===== config.mk =====
export PLATFORM = sky130hd
export DESIGN_NAME = snakes_ladders_np
export DESIGN_NICKNAME = d
export VERILOG_FILES = /design/src/rtl/snl_pkg.sv /design/src/rtl/snl_jump_map.sv /design/src/rtl/snakes_ladders_np.sv
export SDC_FILE = /design/constraint.sdc
export NUM_CORES = 1
export LEC_CHECK = 0
export CAP_MARGIN = 20
export CORE_ASPECT_RATIO = 0.6
export CORE_MARGIN = 3
export CORE_UTILIZATION = 46
export CTS_BUF_LIST = sky130_fd_sc_hd__clkbuf_16
export CTS_CLUSTER_DIAMETER = 120
export CTS_CLUSTER_SIZE = 12
export DETAILED_ROUTE_END_ITERATION = 12
export GPL_TIMING_DRIVEN = 0
export PLACE_DENSITY_LB_ADDON = 0.08
export SETUP_SLACK_MARGIN = 0.4
export SLEW_MARGIN = 20
export SYNTH_ARGS = -nofsm -noshare
export SYNTH_HDL_FRONTEND = slang
export SYNTH_SLANG_ARGS = --single-unit

===== constraint.sdc =====
create_clock -name clk -period 6.05 [get_ports clk]
set_input_delay 0.9075 -clock clk [delete_from_list [all_inputs] [get_ports clk]]
set_output_delay 0.9075 -clock clk [all_outputs]
set_load 0.03 [all_outputs]

===== src/rtl/snl_pkg.sv =====
// Shared types and constants for the N-player snakes-and-ladders engine:
// FSM states, the LFSR feedback taps and the default 100-square jump table.
package snl_pkg;

  typedef enum logic [2:0] {
    S_ROLL,
    S_MOVE,
    S_JUMP,
    S_NEXT,
    S_DONE
  } state_e;

  // Fibonacci taps for x^16+x^14+x^13+x^11+1 (bits 15,13,12,10)
  localparam logic [15:0] LFSR_TAPS = 16'hB400;

  localparam int NUM_JUMPS = 16;
  // First eight entries are ladders, last eight are snakes
  localparam int JUMP_SRC [NUM_JUMPS] = '{4, 9, 20, 28, 40, 51, 63, 71,
                                          17, 54, 62, 64, 87, 93, 95, 99};
  localparam int JUMP_DST [NUM_JUMPS] = '{14, 31, 38, 84, 59, 67, 81, 91,
                                          7, 34, 19, 60, 24, 73, 75, 78};

endpackage


===== src/rtl/snl_jump_map.sv =====
// Combinational square remap: returns the ladder/snake destination for pos_in,
// or pos_in itself when the square has no entry on this board size.
module snl_jump_map
  import snl_pkg::*;
#(
  parameter int BOARD_SIZE = 100,
  parameter int POS_W      = 7
) (
  input  logic [POS_W-1:0] pos_in,
  output logic [POS_W-1:0] pos_out
);

  always_comb begin
    pos_out = pos_in;
    for (int i = 0; i < NUM_JUMPS; i++) begin
      // Entries that fall off a smaller board are treated as absent
      if (JUMP_SRC[i] < BOARD_SIZE && JUMP_DST[i] < BOARD_SIZE &&
          int'(pos_in) == JUMP_SRC[i]) begin
        pos_out = POS_W'(JUMP_DST[i]);
      end
    end
  end

endmodule


===== src/rtl/snakes_ladders_np.sv =====
// N-player snakes-and-ladders engine: LFSR dice with rejection sampling,
// four-state turn sequence (roll, move, jump, next) and a terminal done state.
module snakes_ladders_np
  import snl_pkg::*;
#(
  parameter int          NUM_PLAYERS  = 4,
  parameter int          BOARD_SIZE   = 100,
  parameter int          POS_W        = 7,
  parameter int          EXACT_FINISH = 1,
  parameter int          SIX_REROLL   = 1,
  parameter int          MAX_TURNS    = 1000,
  parameter logic [15:0] LFSR_SEED    = 16'hACE1
) (
  input  logic                             clk,
  input  logic                             reset,
  input  logic                             roll_en,
  input  logic                             dice_force_en,
  input  logic [2:0]                       dice_force_val,
  output logic [NUM_PLAYERS*POS_W-1:0]     pos_flat,
  output logic [$clog2(NUM_PLAYERS)-1:0]   cur_player,
  output logic [2:0]                       dice,
  output logic [15:0]                      turn_cnt,
  output logic                             game_over,
  output logic                             winner_valid,
  output logic [$clog2(NUM_PLAYERS)-1:0]   winner_id
);

  localparam int          PID_W       = $clog2(NUM_PLAYERS);
  localparam logic [15:0] SEED        = (LFSR_SEED == 16'd0) ? 16'd1 : LFSR_SEED;
  localparam logic [POS_W-1:0] BOARD_POS   = POS_W'(BOARD_SIZE);
  localparam logic [PID_W-1:0] LAST_PLAYER = PID_W'(NUM_PLAYERS - 1);

  state_e            state_q, state_d;
  logic [15:0]       lfsr_q, lfsr_d;
  logic [POS_W-1:0]  pos_q [NUM_PLAYERS];
  logic [POS_W-1:0]  pos_d [NUM_PLAYERS];
  logic [PID_W-1:0]  cur_q, cur_d;
  logic [2:0]        dice_q, dice_d;
  logic [15:0]       turn_q, turn_d;
  logic              over_q, over_d;
  logic              win_q, win_d;
  logic [PID_W-1:0]  wid_q, wid_d;

  logic [POS_W-1:0]  cur_pos;
  logic [POS_W-1:0]  jump_pos;
  logic [POS_W:0]    sum;
  logic [2:0]        force_val;

  assign cur_pos = pos_q[cur_q];

  snl_jump_map #(
    .BOARD_SIZE (BOARD_SIZE),
    .POS_W      (POS_W)
  ) u_jump_map (
    .pos_in  (cur_pos),
    .pos_out (jump_pos)
  );

  always_comb begin
    lfsr_d    = {lfsr_q[14:0], ^(lfsr_q & LFSR_TAPS)};
    state_d   = state_q;
    pos_d     = pos_q;
    cur_d     = cur_q;
    dice_d    = dice_q;
    turn_d    = turn_q;
    over_d    = over_q;
    win_d     = win_q;
    wid_d     = wid_q;
    force_val = (dice_force_val == 3'd0 || dice_force_val == 3'd7) ? 3'd1 : dice_force_val;
    // One extra bit so an overshoot past the last square is visible
    sum       = {1'b0, cur_pos} + (POS_W + 1)'(dice_q);

    case (state_q)
      S_ROLL: begin
        if (roll_en) begin
          if (dice_force_en) begin
            dice_d  = force_val;
            state_d = S_MOVE;
          end else if (lfsr_q[2:0] != 3'd0 && lfsr_q[2:0] != 3'd7) begin
            dice_d  = lfsr_q[2:0];
            state_d = S_MOVE;
          end
        end
      end
      S_MOVE: begin
        if (sum > (POS_W + 1)'(BOARD_SIZE)) begin
          if (EXACT_FINISH == 0) pos_d[cur_q] = BOARD_POS;
        end else begin
          pos_d[cur_q] = sum[POS_W-1:0];
        end
        state_d = S_JUMP;
      end
      S_JUMP: begin
        if (cur_pos == BOARD_POS) begin
          over_d  = 1'b1;
          win_d   = 1'b1;
          wid_d   = cur_q;
          state_d = S_DONE;
        end else begin
          pos_d[cur_q] = jump_pos;
          state_d      = S_NEXT;
        end
      end
      S_NEXT: begin
        turn_d = (turn_q == 16'hFFFF) ? turn_q : turn_q + 16'd1;
        if (!(SIX_REROLL != 0 && dice_q == 3'd6)) begin
          cur_d = (cur_q == LAST_PLAYER) ? '0 : cur_q + 1'b1;
        end
        if (MAX_TURNS != 0 && turn_d == 16'(MAX_TURNS)) begin
          over_d  = 1'b1;
          win_d   = 1'b0;
          state_d = S_DONE;
        end else begin
          state_d = S_ROLL;
        end
      end
      S_DONE: state_d = S_DONE;
      default: state_d = S_ROLL;
    endcase
  end

  always_ff @(posedge clk) begin
    if (reset) begin
      state_q <= S_ROLL;
      lfsr_q  <= SEED;
      for (int i = 0; i < NUM_PLAYERS; i++) pos_q[i] <= '0;
      cur_q   <= '0;
      dice_q  <= '0;
      turn_q  <= '0;
      over_q  <= 1'b0;
      win_q   <= 1'b0;
      wid_q   <= '0;
    end else begin
      state_q <= state_d;
      lfsr_q  <= lfsr_d;
      pos_q   <= pos_d;
      cur_q   <= cur_d;
      dice_q  <= dice_d;
      turn_q  <= turn_d;
      over_q  <= over_d;
      win_q   <= win_d;
      wid_q   <= wid_d;
    end
  end

  for (genvar g = 0; g < NUM_PLAYERS; g++) begin : g_pos
    assign pos_flat[g*POS_W +: POS_W] = pos_q[g];
  end

  assign cur_player   = cur_q;
  assign dice         = dice_q;
  assign turn_cnt     = turn_q;
  assign game_over    = over_q;
  assign winner_valid = win_q;
  assign winner_id    = wid_q;

endmodule

==> summary.txt, run 1 <==
Post-Route WL: 12.6 mm
layer with the highest usage: met1
Final ANT Viol Nets: 0
hold endpoint: lfsr_q[10]
Async SR Flop Fraction: 0%
GR Util met1: 39.8%
post-CTS setup buffers: 0
most frequent cells in the layout: dfxtp_1 (72), clkdlybuf4s50_1 (58), nand2_1 (52)
Clock transition at path regs: 0.06 ns
Routability Congestion: 0.959
nets@finish: 558
Worst setup SP type: flop
Final Util: 61.5%
full die area: 0.00998 mm2
Vias/cell: 5.99
status: finished clean
total CTS buffers: 9
hold crit path type: reg2reg
vias in the first global route: 3,582
drt initial violations: 347
setup TNS: 0 ns
fraction of the yosys area taken by sequential cells: 35.7%
Initial Utilization: 49.3%
pin count of the biggest net entering global routing: 13
Rel. slew slack: 39.5%
commonest non-fill, non-tap cell in the layout: dfxtp_1
die width: 127 um
R2R Path Start: cur_player[0]
Core Area: 0.00820 mm2
reg2reg path depth: 12
Area growth, synth to finish: 24.8%
Setup CP Type: reg2reg
Reg2Reg Setup Slack: 1.84 ns
routed vias: 3,916
clock skew: 0.00579 ns
hold path depth: 1
hold bufs inserted after CTS: 0
met2 GRT Util: 33.6%
syn_nets: 489
Post-synth EDFFs: 0
Routed wire per std cell: 19.2 um
hold wc startpoint: lfsr_q[9]
Critical Path AT: 4.44 ns
CP max FO: 10
DRC: 0
Slew Limit Fails: 0
max-cap viol count: 0
CTS tree: done
Post-Syn Instances: 473
Final setup viols: 0
WP data required: 6.28 ns
layout cell share with drive strength beyond 1: 9.52%
CP startpoint: cur_player[0]
RSZ-0062 raised after global routing: false
first-pass GRT wire length: 19.9 mm
clk sink count: 72
Pwr per Cell Area: 253 mW/mm2
detailed placer's ending HPWL: 9.34 mm
Cell Rows: 25
met3 GRT Util: 8.57%
LEAKAGE: 1.94 nW
Die Ht: 78.6 um
VDD IR-drop max: 0.189 mV
r2r endpoint: pos_flat[5]
Antenna diodes: 0
Yosys Warn Count: 0
H-tree lvl count: 3
fin crit share: 69.6%
drt pass-1 iters: 5
clock buffer depth: 2
top_reg_cell synth: dfxtp_1
Fmax: 237 MHz
IO Port Bufs: 58
Min Clock Period, post-route: 4.21 ns
root buffer cell: clkbuf_16
count of different cell masters after synthesis: 68
GRT Total Usage: 25.6%
Tightest Pin Transition: 0.901 ns
post-synthesis register bit count: 72
initial antenna violation count: 0
Synth Cell Area: 0.00404 mm2
gr ovfl total: 0
CP Capture Type: flop
Fin. Hold Viols: 0
Post-Syn Area per Cell: 8.54 um2
io pins: 60
CTS resizes: 0
Worst-Skew Late Latency: 0.33 ns
[synthesized netlist by cell type, drive strengths merged, types with 5 or more instances]
master | n | share of area (%)
nand4 | 10 | 1.5
and3 | 6 | 0.93
or2 | 8 | 1.2
buf | 9 | 1.4
nor3 | 10 | 1.2
a21o | 6 | 1.1
ha | 8 | 2.5
xnor2 | 11 | 2.4
nor2 | 49 | 4.6
nand3 | 16 | 2.0
dfxtp | 72 | 36
inv | 17 | 1.6
o21ai | 16 | 2.0
mux2i | 28 | 6.9
mux4 | 7 | 3.9
and2 | 6 | 0.93
nand2 | 56 | 5.5
a31oi | 12 | 1.9
nor2b | 11 | 1.7
nor3b | 5 | 1.3
xor2 | 7 | 1.5
a21oi | 26 | 3.2
clkbuf | 17 | 1.6
a221oi | 8 | 1.9
[sequential cells by signal, indices dropped and copies added, names as in the netlist]
| signal | flops |
|---|---|
| winner_valid | 1 |
| state_q | 3 |
| turn_cnt | 16 |
| winner_id | 2 |
| lfsr_q | 16 |
| dice | 3 |
| pos_flat | 28 |
| cur_player | 2 |
| game_over | 1 |
[metrics by stage]
| stage | std cells | power [W] | hold slack [ns] | setup slack (ns) | cell area [um2] |
|---|---|---|---|---|---|
| 2_1_floorplan | 473 | 0.000684 | 0.389 | 2.34 | 4040 |
| 3_3_place_gp | 639 | 0.000759 | 0.393 | 2.00 | 4760 |
| 3_5_place_dp | 639 | 0.000760 | 0.395 | 1.99 | 4760 |
| 4_1_cts | 654 | 0.00127 | 0.410 | 1.87 | 5040 |
| 5_1_grt | 654 | 0.00132 | 0.426 | 1.65 | 5040 |
| 6_report | 654 | 0.00127 | 0.408 | 1.84 | 5040 |
[area by class of cell]
type / count / area (um2)
fill: 724 / 3150
multi-input combinational: 358 / 2410
sequential: 72 / 1440
timing repair buffer: 58 / 581
clock buffer: 9 / 225
tap: 108 / 135
buffer: 26 / 120
inverter: 17 / 63.8
clock inverter: 6 / 60.1
[worst max-delay path, stage by stage, from the launching register on]
cell and delay, ns:
dfxtp_1 0.48, buf_6 0.24, mux4_2 0.65, clkbuf_1 0.28, ha_1 0.28, fa_1 0.41
a21o_1 0.22, mux2i_1 0.20, a31oi_1 0.12, o221a_2 0.26, o31ai_4 0.37, nand2_2 0.26
a221oi_1 0.32
[layer usage]
layer	wire [um]	part of all wire, %
met2	4860	39
met1	6440	51
met5	0	0
met3	1190	9.4
met4	93	0.74
[cell families (layout without fill, tap and decap cells)]
kind of cell | Yosys count | in the layout | share of synthesized area, %
DFF | 72 | 72 | 35.7
xor gates and xnor gates | 18 | 18 | 3.90
and+or+nand+nor | 199 | 199 | 25.2
AOI/OAI and AO/OA | 96 | 96 | 16.6
muxes | 36 | 36 | 11.1
buffers and inverters | 43 | 116 | 4.55
adders and majority gates | 9 | 9 | 2.97
[power by group]
group          total [W]  internal (W)  switching, W
registers       0.000508      0.000492     0.0000154
logic           0.000252     0.0000930      0.000159
clock network   0.000514      0.000315      0.000199
[worst max-delay path by stage]
| stage | to | cells past startpoint |
|---|---|---|
| 6_report | pos_flat[5] | 12 |
| 5_1_grt | pos_flat[5] | 12 |
| 4_1_cts | pos_flat[5] | 12 |
| 3_5_place_dp | pos_flat[5] | 12 |
| 3_3_place_gp | pos_flat[4] | 12 |
| 2_1_floorplan | pos_flat[4] | 12 |
(Power assumes the default switching activity.)
==> run 2, diff against run 1 <==
==> constraint.sdc (replaced) <==
create_clock -name clk -period 3.5 [get_ports clk]
set_input_delay 0.525 -clock clk [delete_from_list [all_inputs] [get_ports clk]]
set_output_delay 0.525 -clock clk [all_outputs]
set_load 0.03 [all_outputs]
==> run 2 against run 1 <==
  * Total power up 75%
  * Worst setup slack worse by 1.7 ns
  * Count of clock-buffer cells in the layout unchanged
  * Highest routed layer unchanged
==> summary.txt, run 2 (same netlist as run 1, synthesis figures left out) <==
routed vias: 3,957 (+1.0%)
slowest stage delay, CP: 0.59 ns (-0.06 ns)
Min Clock Period, post-route: 3.35 ns (-0.867 ns)
Cell Rows: 25 (unchanged)
Finished Layout Cells: 665 (+1.7%)
hold wc startpoint: lfsr_q[6]
most frequent cells in the layout: dfxtp_1 (70), clkdlybuf4s50_1 (58), nand2_1 (52)
hold crit path type: reg2reg
clk sink count: 72 (unchanged)
commonest non-fill, non-tap cell in the layout: dfxtp_1
first-pass GRT wire length: 20.8 mm (+4.8%)
clock buffer depth: 2 (unchanged)
CTS tree: done
vias in the first global route: 3,786 (+5.7%)
crit-path most repeated cell: buf_12
R2R Path Start: cur_player[0]
Placed Instances: 639 (unchanged)
io pins: 60 (unchanged)
Final ANT Viol Nets: 0 (unchanged)
gr ovfl total: 0 (unchanged)
full die area: 0.00998 mm2 (unchanged)
Worst setup SP type: flop
Initial Utilization: 49.3% (unchanged)
Routed wire per std cell: 19.3 um (+0.35%)
Fmax: 299 MHz (+26%)
Routability Congestion: 0.964 (+0.51%)
WP data required: 3.70 ns (-2.58 ns)
hold bufs inserted after CTS: 0 (unchanged)
CP bufs+invs: 3 (+1)
total CTS buffers: 9 (unchanged)
Pwr per Cell Area: 424 mW/mm2 (+68%)
Clock transition at path regs: 0.06 ns (about the same)
pin count of the biggest net entering global routing: 15 (+2)
Placed Area: 0.00481 mm2 (+1.2%)
Largest register FFs: 28 (unchanged)
Rel. slew slack: 51.9% (+12 points)
DRC: 0 (unchanged)
Slew Limit Fails: 0 (unchanged)
Critical Path AT: 3.54 ns (-0.90 ns)
Worst-Skew Late Latency: 0.34 ns (about the same)
Core Area: 0.00820 mm2 (unchanged)
post-route cell area: 0.00526 mm2 (+4.4%)
IO Port Bufs: 58 (unchanged)
master of the slowest instance on the critical path: mux4_2
initial antenna violation count: 0 (unchanged)
Final setup viols: 0 (unchanged)
reg2reg path depth: 13 (+1)
clock skew: 0.0100 ns (+0.00426 ns)
RSZ-0062 raised after global routing: true
Post-Route WL: 12.8 mm (+2.0%)
r2r endpoint: pos_flat[25]
Setup CP Type: reg2reg
GRT Total Usage: 26.7% (+1.1 points)
H-tree lvl count: 3 (unchanged)
Final Util: 64.2% (+2.7 points)
final hold slack: 0.415 ns (+0.00663 ns)
CP startpoint: cur_player[0]
largest delay contributor family on the critical path: compound AO/OA/AOI/OAI gates
layout cell share with drive strength beyond 1: 14.5% (+5.0 points)
Area growth, synth to finish: 30.3%
Fin. Hold Viols: 0 (unchanged)
Tightest Pin Transition: 0.718 ns (-0.183 ns)
max-cap viol count: 0 (unchanged)
root buffer cell: clkbuf_16
Vias/cell: 5.95 (-0.62%)
Die Ht: 78.6 um (unchanged)
die width: 127 um (unchanged)
WP depth: 13 (+1)
CP max FO: 6 (-4)
VDD IR-drop max: 0.337 mV (+79%)
nets@finish: 568 (+1.8%)
Critical Path Sink: pos_flat[25]
drt pass-1 iters: 5 (unchanged)
detailed placer's ending HPWL: 9.36 mm (+0.17%)
status: finished clean
Fillers: 698 (-3.6%)
LEAKAGE: 2.04 nW (+5.2%)
Antenna diodes: 0 (unchanged)
CP Capture Type: flop
drt initial violations: 471 (+36%)
fin crit share: 95.6% (+26 points)
Critical Path, Cell by Cell: buf_12, mux4_2, buf_8, ha_4, fa_2, a21o_1, mux2i_1, a31oi_1, o221a_2, o31ai_4, buf_12, a21boi_4, a221oi_1
Reg2Reg Setup Slack: 0.15 ns (-1.68 ns)
-- run 2: area by class of cell --
class	count	area, um2	share of cell area, %
flip-flops and latches	72	1450	27.5
multi-input cells	358	2530	48.0
clock buffers	9	225	4.28
inverters	17	63.8	1.21
well taps	108	135	2.57
plain buffers	26	144	2.73
repair buffers	68	668	12.7
clock inverters	7	52.6	0.998
-- run 2: where the power goes --
group          total (W)  internal, W  switching, W
clock           0.000865     0.000486      0.000379
sequential      0.000879     0.000850     0.0000286
combinational   0.000490     0.000198      0.000292
-- run 2: how the worst min path moves through the flow --
stage	end	slack (ns)	depth (start not counted)
2_1_floorplan	lfsr_q[10]	0.39	1
3_3_place_gp	lfsr_q[15]	0.39	1
3_5_place_dp	lfsr_q[7]	0.40	1
4_1_cts	lfsr_q[7]	0.42	1
5_1_grt	lfsr_q[7]	0.42	1
6_report	lfsr_q[7]	0.41	1
-- run 2: layer usage --
layer  up-vias  routed length (um)  GRT usage (%)
met5         -                   0              0
met4         0                  94           6.10
met2       150                5040           36.1
met1      1932                6720           41.8
met3         9                 981           6.39
li1       1866                   -              -
-- run 2: repair_timing --
action                                  4_1_cts  5_1_grt
setup buffers                                 9        1
endpoints found under the setup margin       28       30
gates resized for setup                      11        8
pin swaps                                     3        2
-- run 2: stage by stage --
stage | setup slack, ns | TNS [ns] | power, W
2_1_floorplan | 0.0769 | 0 | 0.00120
3_3_place_gp | -0.365 | -8.08 | 0.00133
6_report | 0.154 | 0 | 0.00223
4_1_cts | 0.156 | 0 | 0.00223
5_1_grt | 0.0122 | 0 | 0.00233
3_5_place_dp | -0.401 | -9.03 | 0.00133
==> run 3, diff against run 2 <==
--- a/config.mk
+++ b/config.mk
@@ -5,7 +5,6 @@
 export SDC_FILE = /design/constraint.sdc
 export NUM_CORES = 1
 export LEC_CHECK = 0
-export CAP_MARGIN = 20
 export CORE_ASPECT_RATIO = 0.6
 export CORE_MARGIN = 3
 export CORE_UTILIZATION = 46
@@ -13,10 +12,9 @@
 export CTS_CLUSTER_DIAMETER = 120
 export CTS_CLUSTER_SIZE = 12
 export DETAILED_ROUTE_END_ITERATION = 12
-export GPL_TIMING_DRIVEN = 0
+export GPL_TIMING_DRIVEN = 1
 export PLACE_DENSITY_LB_ADDON = 0.08
 export SETUP_SLACK_MARGIN = 0.4
-export SLEW_MARGIN = 20
 export SYNTH_ARGS = -nofsm -noshare
 export SYNTH_HDL_FRONTEND = slang
 export SYNTH_SLANG_ARGS = --single-unit
==> run 3 against run 2 <==
  * Critical path depth down 2
  * Cell count down 2.6%
  * Maximum frequency up 4.1%
  * Worst setup slack better by 0.13 ns
  * Sequential share of layout area up 0.14 points
  * Sequential cell count unchanged
  * Wire length down 0.36%
  * Critical path type unchanged
  * Largest power group is now clock
==> summary.txt, run 3 (same netlist as run 1, synthesis figures left out) <==
gr ovfl total: 0 (unchanged)
Clock transition at path regs: 0.06 ns (about the same)
Worst-Skew Late Latency: 0.34 ns (about the same)
Fmax: 311 MHz (+4.1%)
Final ANT Viol Nets: 0 (unchanged)
Cell Rows: 25 (unchanged)
layout cell share with drive strength beyond 1: 14.3% (-0.28 points)
vias in the first global route: 3,633 (-4.0%)
Initial Utilization: 49.3% (unchanged)
Vias/cell: 6.15 (+3.4%)
CP Capture Type: flop
hold bufs inserted after CTS: 0 (unchanged)
Worst setup SP type: flop
VDD IR-drop max: 0.303 mV (-10%)
Fin. Hold Viols: 0 (unchanged)
Final setup viols: 0 (unchanged)
Antenna diodes: 0 (unchanged)
drt initial violations: 466 (-1.1%)
io pins: 60 (unchanged)
nets@finish: 551 (-3.0%)
Tightest Pin Transition: 0.813 ns (+0.0949 ns)
switching portion of total power: 29.9% (-1.5 points)
Power Internal: 0.00164 W (+6.9%)
Routed wire per std cell: 19.7 um (+2.3%)
Net Sw Power: 0.000698 W (-0.20%)
hold crit path type: reg2reg
GRT Total Usage: 26.0% (-0.71 points)
Seq pwr share: 37.7% (-1.6 points)
Tot Pwr: 0.00234 W (+4.7%)
clock buffer depth: 2 (unchanged)
WP data required: 3.71 ns (about the same)
IO Port Bufs: 59 (+1.7%)
CP max FO: 6 (unchanged)
top sig layer: met4
Pwr per Cell Area: 446 mW/mm2 (+5.2%)
die width: 127 um (unchanged)
first-pass GRT wire length: 20.3 mm (-2.7%)
fin crit share: 91.8% (-3.8 points)
RSZ-0062 raised after global routing: true
met2 WL: 5.00 mm (-0.89%)
Setup CP Type: reg2reg
Post-Route WL: 12.8 mm (-0.36%)
Critical Path AT: 3.42 ns (-0.12 ns)
clk sink count: 72 (unchanged)
LEAKAGE: 2.03 nW (-0.47%)
Core Area: 0.00820 mm2 (unchanged)
Fillers: 694 (-0.57%)
Critical Path, Cell by Cell: mux4_2, ha_4, fa_2, a21o_1, mux2i_1, a31oi_1, o221a_2, o31ai_4, buf_12, a21boi_4, a221oi_2
master of the slowest instance on the critical path: mux4_2
root buffer cell: clkbuf_16
Slew Limit Fails: 0 (unchanged)
max-cap viol count: 0 (unchanged)
initial antenna violation count: 0 (unchanged)
full die area: 0.00998 mm2 (unchanged)
detailed placer's ending HPWL: 8.72 mm (-6.8%)
Clock power frac: 42.3% (+3.6 points)
commonest non-fill, non-tap cell in the layout: dfxtp_1
Die Ht: 78.6 um (unchanged)
met3 WL: 1.56 mm (+59%)
CTS tree: done
slowest stage delay, CP: 0.56 ns (-0.03 ns)
H-tree lvl count: 3 (unchanged)
routed vias: 3,986 (+0.73%)
pin count of the biggest net entering global routing: 51 (+36)
drt pass-1 iters: 5 (unchanged)
clock skew: 0.00868 ns (-0.00137 ns)
status: finished clean
combinational power share: 20.0% (-1.9 points)
Routability Congestion: 0.927 (-3.8%)
Min Clock Period, post-route: 3.21 ns (-0.133 ns)
DRC: 0 (unchanged)
Rel. slew slack: 45.4% (-6.6 points)
Area growth, synth to finish: 29.6%
total CTS buffers: 9 (unchanged)
CP bufs+invs: 1 (-2)
setup TNS: 0 ns (unchanged)
Met1 Wirelength: 6.14 mm (-8.6%)
largest delay contributor family on the critical path: compound AO/OA/AOI/OAI gates
Largest register FFs: 28 (unchanged)
most frequent cells in the layout: dfxtp_1 (70), clkdlybuf4s50_1 (59), nand2_1 (52)
[run 3: changes by cell type in the layout (fill, tap and decap cells not counted), moves of 2 or more]
cell / change
a21oi_1: -2
a21oi_2: +2
buf_2: -6
buf_4: +6
clkbuf_1: -15
[run 3: final timing paths]
| check | start | end | slack (ns) | depth (start not counted) |
|---|---|---|---|---|
| worst min register to register | lfsr_q[14] | lfsr_q[15] | 0.42 | 1 |
| worst max-delay path | cur_player[0] | pos_flat[25] | 0.29 | 11 |
| worst min-delay path | lfsr_q[14] | lfsr_q[15] | 0.42 | 1 |
| worst max register to register | cur_player[0] | pos_flat[25] | 0.29 | 11 |
[run 3: metrics by stage]
| stage | hold WS (ns) | cells | setup slack [ns] | cell area (um2) | util (%) |
|---|---|---|---|---|---|
| finish | 0.416 | 648 | 0.286 | 5240 | 63.9 |
| floorplan | 0.389 | 473 | 0.0769 | 4100 | - |
| CTS | 0.412 | 646 | 0.351 | 5190 | 63.3 |
| detailed placement | 0.398 | 625 | 0.0153 | 4770 | 58.2 |
| global route | 0.423 | 648 | 0.188 | 5240 | 63.9 |
| global placement | 0.395 | 625 | 0.154 | 4770 | 58.2 |
[run 3: per-layer routing]
layer  GRT usage, %  vias to the layer above
met5              0                        -
met4           6.21                        0
met3           8.09                       13
met2           34.2                      231
met1           40.2                     1903
li1               -                     1839
[run 3: final cells by class]
type | count | area, um2 | share of cell area, %
clock buffer | 10 | 250 | 4.78
clock inverter | 6 | 71.3 | 1.36
inverter | 17 | 63.8 | 1.22
multi-input combinational | 359 | 2540 | 48.5
sequential | 72 | 1450 | 27.6
tap | 108 | 135 | 2.58
timing repair buffer | 76 | 731 | 14.0
[run 3: power groups by stage]
stage                     clock [W]  combinational [W]  sequential [W]
after global routing        0.00103           0.000500        0.000884
after CTS                   0.00100           0.000451        0.000880
after floorplan                   0           0.000282        0.000916
final                      0.000988           0.000468        0.000882
after global placement            0           0.000417        0.000896
after detailed placement          0           0.000423        0.000897
[run 3: what timing repair did]
item | 4_1_cts | 5_1_grt
gates resized for setup | 5 | 6
pin swaps | 1 | 2
setup buffers | 4 | 2
setup endpoints to repair | 28 | 28
gates cloned | 1 | 0
[run 3: worst register-to-register path, cell delays in order, from the launching register on]
cell,delay (ns)
dfxtp_4,0.39
mux4_2,0.56
ha_4,0.19
fa_2,0.37
a21o_1,0.22
mux2i_1,0.20
a31oi_1,0.11
o221a_2,0.27
o31ai_4,0.22
buf_12,0.17
a21boi_4,0.28
a221oi_2,0.11
